$ cat src/rtl/score_counter.sv
// Score counter: two debounced push-buttons (+1 / -1), a hit input (+HIT_POINTS)
// and a synchronous clear. The score saturates at 0 and MAX_VALUE.
module score_counter #(
    parameter int unsigned DEBOUNCE_CYCLES = 500000,
    parameter int unsigned MAX_VALUE       = 999,
    parameter int unsigned HIT_POINTS      = 10
) (
    input  logic       clk,
    input  logic       rst_n,
    input  logic       key_inc_n,
    input  logic       key_dec_n,
    input  logic       hit,
    input  logic       clear,
    output logic [9:0] valor,
    output logic       at_max,
    output logic       changed
);

    localparam int unsigned CNT_W = (DEBOUNCE_CYCLES > 2) ? $clog2(DEBOUNCE_CYCLES) : 1;
    localparam logic [CNT_W-1:0] CNT_LAST = CNT_W'(DEBOUNCE_CYCLES - 1);
    localparam int unsigned SUM_W = 12;
    localparam logic signed [SUM_W-1:0] HIT_S = SUM_W'(HIT_POINTS);
    localparam logic signed [SUM_W-1:0] MAX_S = SUM_W'(MAX_VALUE);
    localparam logic [9:0] MAX_V = 10'(MAX_VALUE);

    typedef enum logic [1:0] {StRel, StChkPrs, StPrs, StChkRel} deb_state_e;

    // Index 0 is the increment key, index 1 the decrement key.
    logic [1:0] keys_n;
    logic [1:0] press_evt;

    assign keys_n = {key_dec_n, key_inc_n};

    for (genvar k = 0; k < 2; k++) begin : g_key
        logic             sync1_q;
        logic             sync2_q;
        deb_state_e       state_q;
        logic [CNT_W-1:0] cnt_q;
        logic             evt_q;

        // Two-flop synchronizer; idles high (released) out of reset
        always_ff @(posedge clk or negedge rst_n) begin
            if (!rst_n) begin
                sync1_q <= 1'b1;
                sync2_q <= 1'b1;
            end else begin
                sync1_q <= keys_n[k];
                sync2_q <= sync1_q;
            end
        end

        // Debounce FSM; emits a registered one-cycle pulse only on an accepted press
        always_ff @(posedge clk or negedge rst_n) begin
            if (!rst_n) begin
                state_q <= StRel;
                cnt_q   <= '0;
                evt_q   <= 1'b0;
            end else begin
                evt_q <= 1'b0;
                case (state_q)
                    StRel: begin
                        if (!sync2_q) begin
                            state_q <= StChkPrs;
                            cnt_q   <= '0;
                        end
                    end
                    StChkPrs: begin
                        if (sync2_q) begin
                            state_q <= StRel;
                        end else if (cnt_q == CNT_LAST) begin
                            state_q <= StPrs;
                            evt_q   <= 1'b1;
                        end else begin
                            cnt_q <= cnt_q + 1'b1;
                        end
                    end
                    StPrs: begin
                        if (sync2_q) begin
                            state_q <= StChkRel;
                            cnt_q   <= '0;
                        end
                    end
                    StChkRel: begin
                        if (!sync2_q) begin
                            state_q <= StPrs;
                        end else if (cnt_q == CNT_LAST) begin
                            state_q <= StRel;
                        end else begin
                            cnt_q <= cnt_q + 1'b1;
                        end
                    end
                    default: state_q <= StRel;
                endcase
            end
        end

        assign press_evt[k] = evt_q;
    end

    logic signed [SUM_W-1:0] sum;
    logic [9:0]              valor_d;
    logic [9:0]              valor_q;
    logic                    at_max_q;
    logic                    changed_q;

    // Sum all events in wide signed arithmetic, then saturate; clear overrides everything
    always_comb begin
        sum = $signed({2'b00, valor_q})
            + (hit ? HIT_S : '0)
            + (press_evt[0] ? SUM_W'(1) : '0)
            - (press_evt[1] ? SUM_W'(1) : '0);
        if (clear) begin
            valor_d = '0;
        end else if (sum[SUM_W-1]) begin
            valor_d = '0;
        end else if (sum > MAX_S) begin
            valor_d = MAX_V;
        end else begin
            valor_d = sum[9:0];
        end
    end

    // Score register; flags are computed from the next value so they line up with valor
    always_ff @(posedge clk or negedge rst_n) begin
        if (!rst_n) begin
            valor_q   <= '0;
            at_max_q  <= 1'b0;
            changed_q <= 1'b0;
        end else begin
            valor_q   <= valor_d;
            at_max_q  <= (valor_d == MAX_V);
            changed_q <= (valor_d != valor_q);
        end
    end

    assign valor   = valor_q;
    assign at_max  = at_max_q;
    assign changed = changed_q;

endmodule

$ cat config.mk
export PLATFORM = sky130hd
export DESIGN_NAME = score_counter
export DESIGN_NICKNAME = d
export VERILOG_FILES = /design/src/rtl/score_counter.sv
export SDC_FILE = /design/constraint.sdc
export NUM_CORES = 1
export LEC_CHECK = 0
export CAP_MARGIN = 20
export CORE_MARGIN = 3
export CORE_UTILIZATION = 47
export DETAILED_ROUTE_END_ITERATION = 16
export PLACE_DENSITY = 0.73
export SLEW_MARGIN = 20
export SYNTH_ARGS = -nofsm -noshare
export SYNTH_HDL_FRONTEND = slang
export SYNTH_SLANG_ARGS = --single-unit
$ cat constraint.sdc
create_clock -name clk -period 3.4 [get_ports clk]
set_clock_uncertainty 0.05 [all_clocks]
set_input_delay 0.34 -clock clk [delete_from_list [all_inputs] [get_ports clk]]
set_output_delay 0.34 -clock clk [all_outputs]
set_load 0.005 [all_outputs]
== Word level (Yosys, flattened, before mapping) ==
Index checks and enable logic that the tools add are counted.

* Bits in registers: 60
* Bits of input ports: 6
* Output and inout port bits: 12

* Reductions and logical operators: 6
* Multiplexer cells: 38
* Equal/unequal tests: 22
* Add/subtract/negate cells: 5
* Magnitude comparators: 1

{| class="wikitable"
|+ Operator list
! operator !! number
|-
| two-way mux 19 bit || 10
|-
| one-hot mux 19 bit (4 select lines) || 2
|-
| adder 19 x 1 -> 19 bit, second input constant || 2
|-
| equality test 19 bit, second input constant || 2
|-
| two-way mux 10 bit || 3
|-
| two-way mux 2 bit || 12
|-
| inequality test 2 bit, second input constant || 8
|-
| one-hot mux 2 bit (4 select lines) || 2
|-
| AND reduction 4 bit || 4
|-
| adder 11 x 1 -> 12 bit || 1
|-
| greater-than comparator 12 x 11 -> 1 bit, second input constant || 1
|-
| inequality test 3 bit, second input constant || 4
|-
| subtractor 12 x 1 -> 12 bit || 1
|-
| adder 10 x 4 -> 11 bit || 1
|-
| equality test 10 bit, second input constant || 1
|-
| inequality test 10 bit || 1
|-
| equality test 2 bit, second input constant || 4
|-
| two-way mux 1 bit || 8
|-
| equality test 2 x 1 -> 1 bit, second input constant || 2
|-
| zero test 2 bit || 2
|-
| two-way mux 4 bit || 1
|}

== Logic depth before layout (Yosys ltp) ==
* Depth after elaboration: 9
* Mapped depth: 14
* Mapped depth without buffers: 14

== Worst setup path after synthesis ==
No wires, ideal clock.

* Kind: flip-flop to flip-flop
* Start: register valor_q[3] (netlist: valor[3])
* End: register changed_q (netlist: changed)
* Library setup time: 0.144 ns
* Data arrival time: 3.310 ns
* Cell stages (with the launch flop): 14
* Setup slack: -0.104 ns
* Buffers on the path: 0
* Period minus slack after synthesis: 3.504 ns
* Cells stage by stage: dfrtp_1 -> inv_1 -> ha_1 -> inv_1 -> ha_1 -> and2_4 -> a221oi_4 -> a211oi_2 -> or4_4 -> a2111oi_4 -> or2_2 -> o311ai_1 -> nor4_1 -> o2111ai_1

* Word-level cells in the longest chain between the ends: 8

{| class="wikitable"
|+ RTL lines
! element !! RTL line !! text
|-
| start, declared || 102 || <nowiki>logic [9:0] valor_q;</nowiki>
|-
| start signal, assigned || 130 || <nowiki>valor_q <= valor_d;</nowiki>
|-
| adder 10 x 4 -> 11 bit || 109 || <nowiki>+ (hit ? HIT_S : '0)</nowiki>
|-
| adder 11 x 1 -> 12 bit || 110 || <nowiki>+ (press_evt[0] ? SUM_W'(1) : '0)</nowiki>
|-
| subtractor 12 x 1 -> 12 bit || 111 || <nowiki>- (press_evt[1] ? SUM_W'(1) : '0);</nowiki>
|-
| greater-than comparator 12 x 11 -> 1 bit || 116 || <nowiki>end else if (sum > MAX_S) begin</nowiki>
|-
| two-way mux 10 bit || 116 ||
|-
| two-way mux 10 bit || 114 || <nowiki>end else if (sum[SUM_W-1]) begin</nowiki>
|-
| two-way mux 10 bit || 112 || <nowiki>if (clear) begin</nowiki>
|-
| inequality test 10 bit * || 132 || <nowiki>changed_q <= (valor_d != valor_q);</nowiki>
|-
| end signal, assigned || 132 ||
|-
| end, declared || 104 || <nowiki>logic changed_q;</nowiki>
|}

Mark *: on every way between the ends. The rest lies on a longest branch, timed or not.
A chain may end at the register's enable or synchronous reset.

== Worst setup path after layout ==
* Start: input hit
* End: register changed_q (netlist: changed)

* Word-level cells in the longest chain between the ends: 9

{| class="wikitable"
|+ RTL lines
! element !! RTL line !! text
|-
| start, declared || 12 || <nowiki>input logic hit,</nowiki>
|-
| two-way mux 4 bit * || 109 ||
|-
| adder 10 x 4 -> 11 bit * || 109 ||
|-
| adder 11 x 1 -> 12 bit * || 110 ||
|-
| subtractor 12 x 1 -> 12 bit * || 111 ||
|-
| greater-than comparator 12 x 11 -> 1 bit || 116 ||
|-
| two-way mux 10 bit || 116 ||
|-
| two-way mux 10 bit * || 114 ||
|-
| two-way mux 10 bit * || 112 ||
|-
| inequality test 10 bit * || 132 ||
|}

Marks and branches as above.

==> reports/qor.yml <==
hold_path:
  min_path_type: "in -> async"
clocking:
  cts.clk_slew.worst_paths_ns: 0.07
  htreeDepth: 3
  cts-hold-fix-buffers: 0
  numCtsBuffers: 9
  cts_sinks: 60
  cts_max_path_buffers: 2
  clk_latency_ns: 0.34
  cts-root-buf: "clkbuf_8"
  cts_tree: "built"
grt:
  grt_first_pass_wirelength_mm: 14.5
  grt.overflow.total: 0
  grt_pass1_vias: 3167
  grt_start_max_net_pins: 46
  antenna_found_initial: 0
  grtUsageTotal_pct: 21.0
final_layout:
  nets: 497
  area_growth_syn_to_layout_pct: 27.2
  final_common_cell: "dfrtp_1"
  diodes: 0
  post-route-util_pct: 62.4
  drive_above_1_share_pct: 22.1
  layout_common_cells: "56 x dfrtp_1, 52 x nor2_1, 50 x buf_4"
timing:
  fin_crit_sh_pct: 101
  max_freq_mhz: 290
  hold_violations: 0
  finalMaxSlewViolations: 0
  setup_slack_ns: -0.0443
  setup_violations: 1
  tightestPinTransition_ns: 0.990
  hold-worst-slack_ns: 0.101
  slew_headroom_pct: 34.0
  finalCriticalPeriod_ns: 3.44
  rsz0062_at_grt: "yes"
setup_path:
  reg2reg_to: "changed$_DFF_PN0_"
  startpoint: "hit"
  critPathArrivalTime_ns: 3.60
  regToRegSetupSlack_ns: -0.02
  cp-start-kind: "primary input"
  rr_worst_depth: 14
  critPathCapture: "changed$_DFF_PN0_"
  crit_fanout: 6
  end_kind: "flop"
  worstPathRequired_ns: 3.55
  criticalPathCategory: "in -> reg"
  r2r-start: "g_key[1].evt_q$_DFF_PN0_"
yosys:
  synth_area_per_cell_sq_um: 8.95
  synth_nets: 425
  synth-seq-cells: 60
  synth_flop_cell: "dfrtp_1"
  synth_edf_count: 0
  synth_top_cell_by_area: "dfrtp_1"
  async_flop_share_pct: 100
  syn-cell-area_sq_um: 3600
  yosysWarningCount: 0
  seq_area_frac_synth_pct: 41.9
  synth_top_area_share_pct: 39.0
  yosys-top-cells-area: "dfrtp_1 39%, nor2_1 5.6%, ha_1 5.6%"
  syn_inst: 402
  netlist-cell-type-count: 58
power_and_ir_drop:
  irDropWorstVdd_mv: 0.428
  p_total_mw: 4.51
  leakagePower_nw: 1.99
  p_per_area_nw_per_um2: 986
floorplanning:
  die_area_sq_um: 8740
  die_h_um: 93.5
  boundaryPins: 18
  row_count: 31
  dieWidth_um: 93.5
  initial_core_util_pct: 49.1
  core_area_sq_um: 7330
routing:
  via_per_inst: 5.63
  postRouteWirelength_mm: 8.51
  postRouteAntennaNets: 0
  dr.pass1.iters: 4
  vias: 3257
  drt_iter0_drc: 165
  drc: 0
  routedWlPerCell_um: 14.7
placement:
  port_buffers: 17
  hpwl_mm: 6.17
  routabilityCongestion: 0.946
flow_run:
  drv_cap: 0
status:
  violations: "negative setup slack"
  status: "complete, but fails checks"
-- cell usage after synthesis (2+ instances only) --
master	count
or3_1	6
or2_2	2
nor2b_1	6
buf_1	2
or4b_2	3
nand4_1	13
inv_1	30
nand2b_1	5
and4_1	2
ha_1	16
and2_1	2
o31ai_1	4
dfstp_2	4
o21ai_0	28
or4_1	2
nand3_1	16
nor4_1	7
o32ai_1	3
a21o_1	2
a21oi_1	16
nand2_1	34
nor3_1	11
xor2_1	20
nor2_1	54
o41ai_1	2
a31oi_1	6
a211oi_1	2
clkbuf_1	3
dfrtp_1	56
and3_1	3
xnor2_1	11
o211ai_1	4
nand4b_1	2
-- critical path, stage by stage --
cell and delay [ns]:
clkdlybuf4s50_1 0.45, inv_1 0.07, ha_1 0.29, inv_2 0.05, ha_1 0.27, a21o_1 0.13
nand3_1 0.14, a211oi_2 0.24, buf_4 0.16, o31ai_1 0.07, buf_4 0.17, a2111oi_4 0.32
buf_4 0.20, or2_4 0.14, o311ai_2 0.09, nor4_2 0.32, o2111ai_1 0.14
-- registers in the layout, indices dropped and copies added (netlist names), named ones only --
register	count
at_max	1
changed	1
g_key.cnt_q	38
g_key.evt_q	2
g_key.state_q	2
g_key.sync1_q	2
g_key.sync2_q	2
valor	10
-- cell type report --
class,instances,area (sq um)
clock buffer,12,155
timing repair buffer,67,541
multi-input combinational,306,2110
fill,578,2760
sequential,60,1510
inverter,30,113
tap,99,124
clock inverter,4,23.8
-- per-layer routing --
metal	GRT usage (%)	part of all wire (%)	vias up	wire length (um)
li1	-	-	1586	-
met1	26.6	45	1577	3820
met2	34.2	48	71	4090
met3	4.51	4.1	23	347
met4	9.40	2.9	0	250
met5	0	0	-	0
-- how the worst min path moves through the flow --
stage | cells past startpoint | endpoint | from
floorplan | 0 | async pin | rst_n
global placement | 0 | g_key[1].sync2_q$_DFF_PN1_ | g_key[1].sync1_q$_DFF_PN1_
global route | 1 | valor[6]$_DFF_PN0_ | rst_n
detailed placement | 0 | g_key[0].sync2_q$_DFF_PN1_ | g_key[0].sync1_q$_DFF_PN1_
CTS | 1 | valor[7]$_DFF_PN0_ | rst_n
finish | 1 | valor[8]$_DFF_PN0_ | rst_n
-- kinds of logic (layout without fill, tap and decap cells) --
logic type	Yosys count	count (layout)	synth area share [%]
simple gates	175	175	24.6
compound gates	82	82	15.7
flops	60	60	41.9
buf+inv	36	113	3.86
xor+xnor	31	31	7.55
fa+ha+maj	17	17	6.12
mux	1	1	0.278
-- per-stage QoR --
stage / TNS, ns / area, sq um / setup slack, ns / instances
5_1_grt: -0.234 / 4580 / -0.193 / 578
4_1_cts: -0.0178 / 4460 / -0.0178 / 572
3_3_place_gp: -2.49 / 4200 / -0.482 / 553
3_5_place_dp: -3.20 / 4200 / -0.583 / 553
6_report: -0.0443 / 4580 / -0.0443 / 578
2_1_floorplan: 0 / 3620 / 0.0132 / 402
-- power by group --
group / switching (mW) / leakage (nW) / internal [mW]
combinational: 1.53 / 1.09 / 1.54
clock: 0.282 / 0.0961 / 0.302
sequential: 0.0740 / 0.802 / 0.785
-- what timing repair did --
item,in CTS,in global routing
setup buffers,3,6
resized for setup,13,13
endpoints found under the setup margin,3,6
pin swaps,10,14
Note: power is estimated with default switching activity, not from simulation.
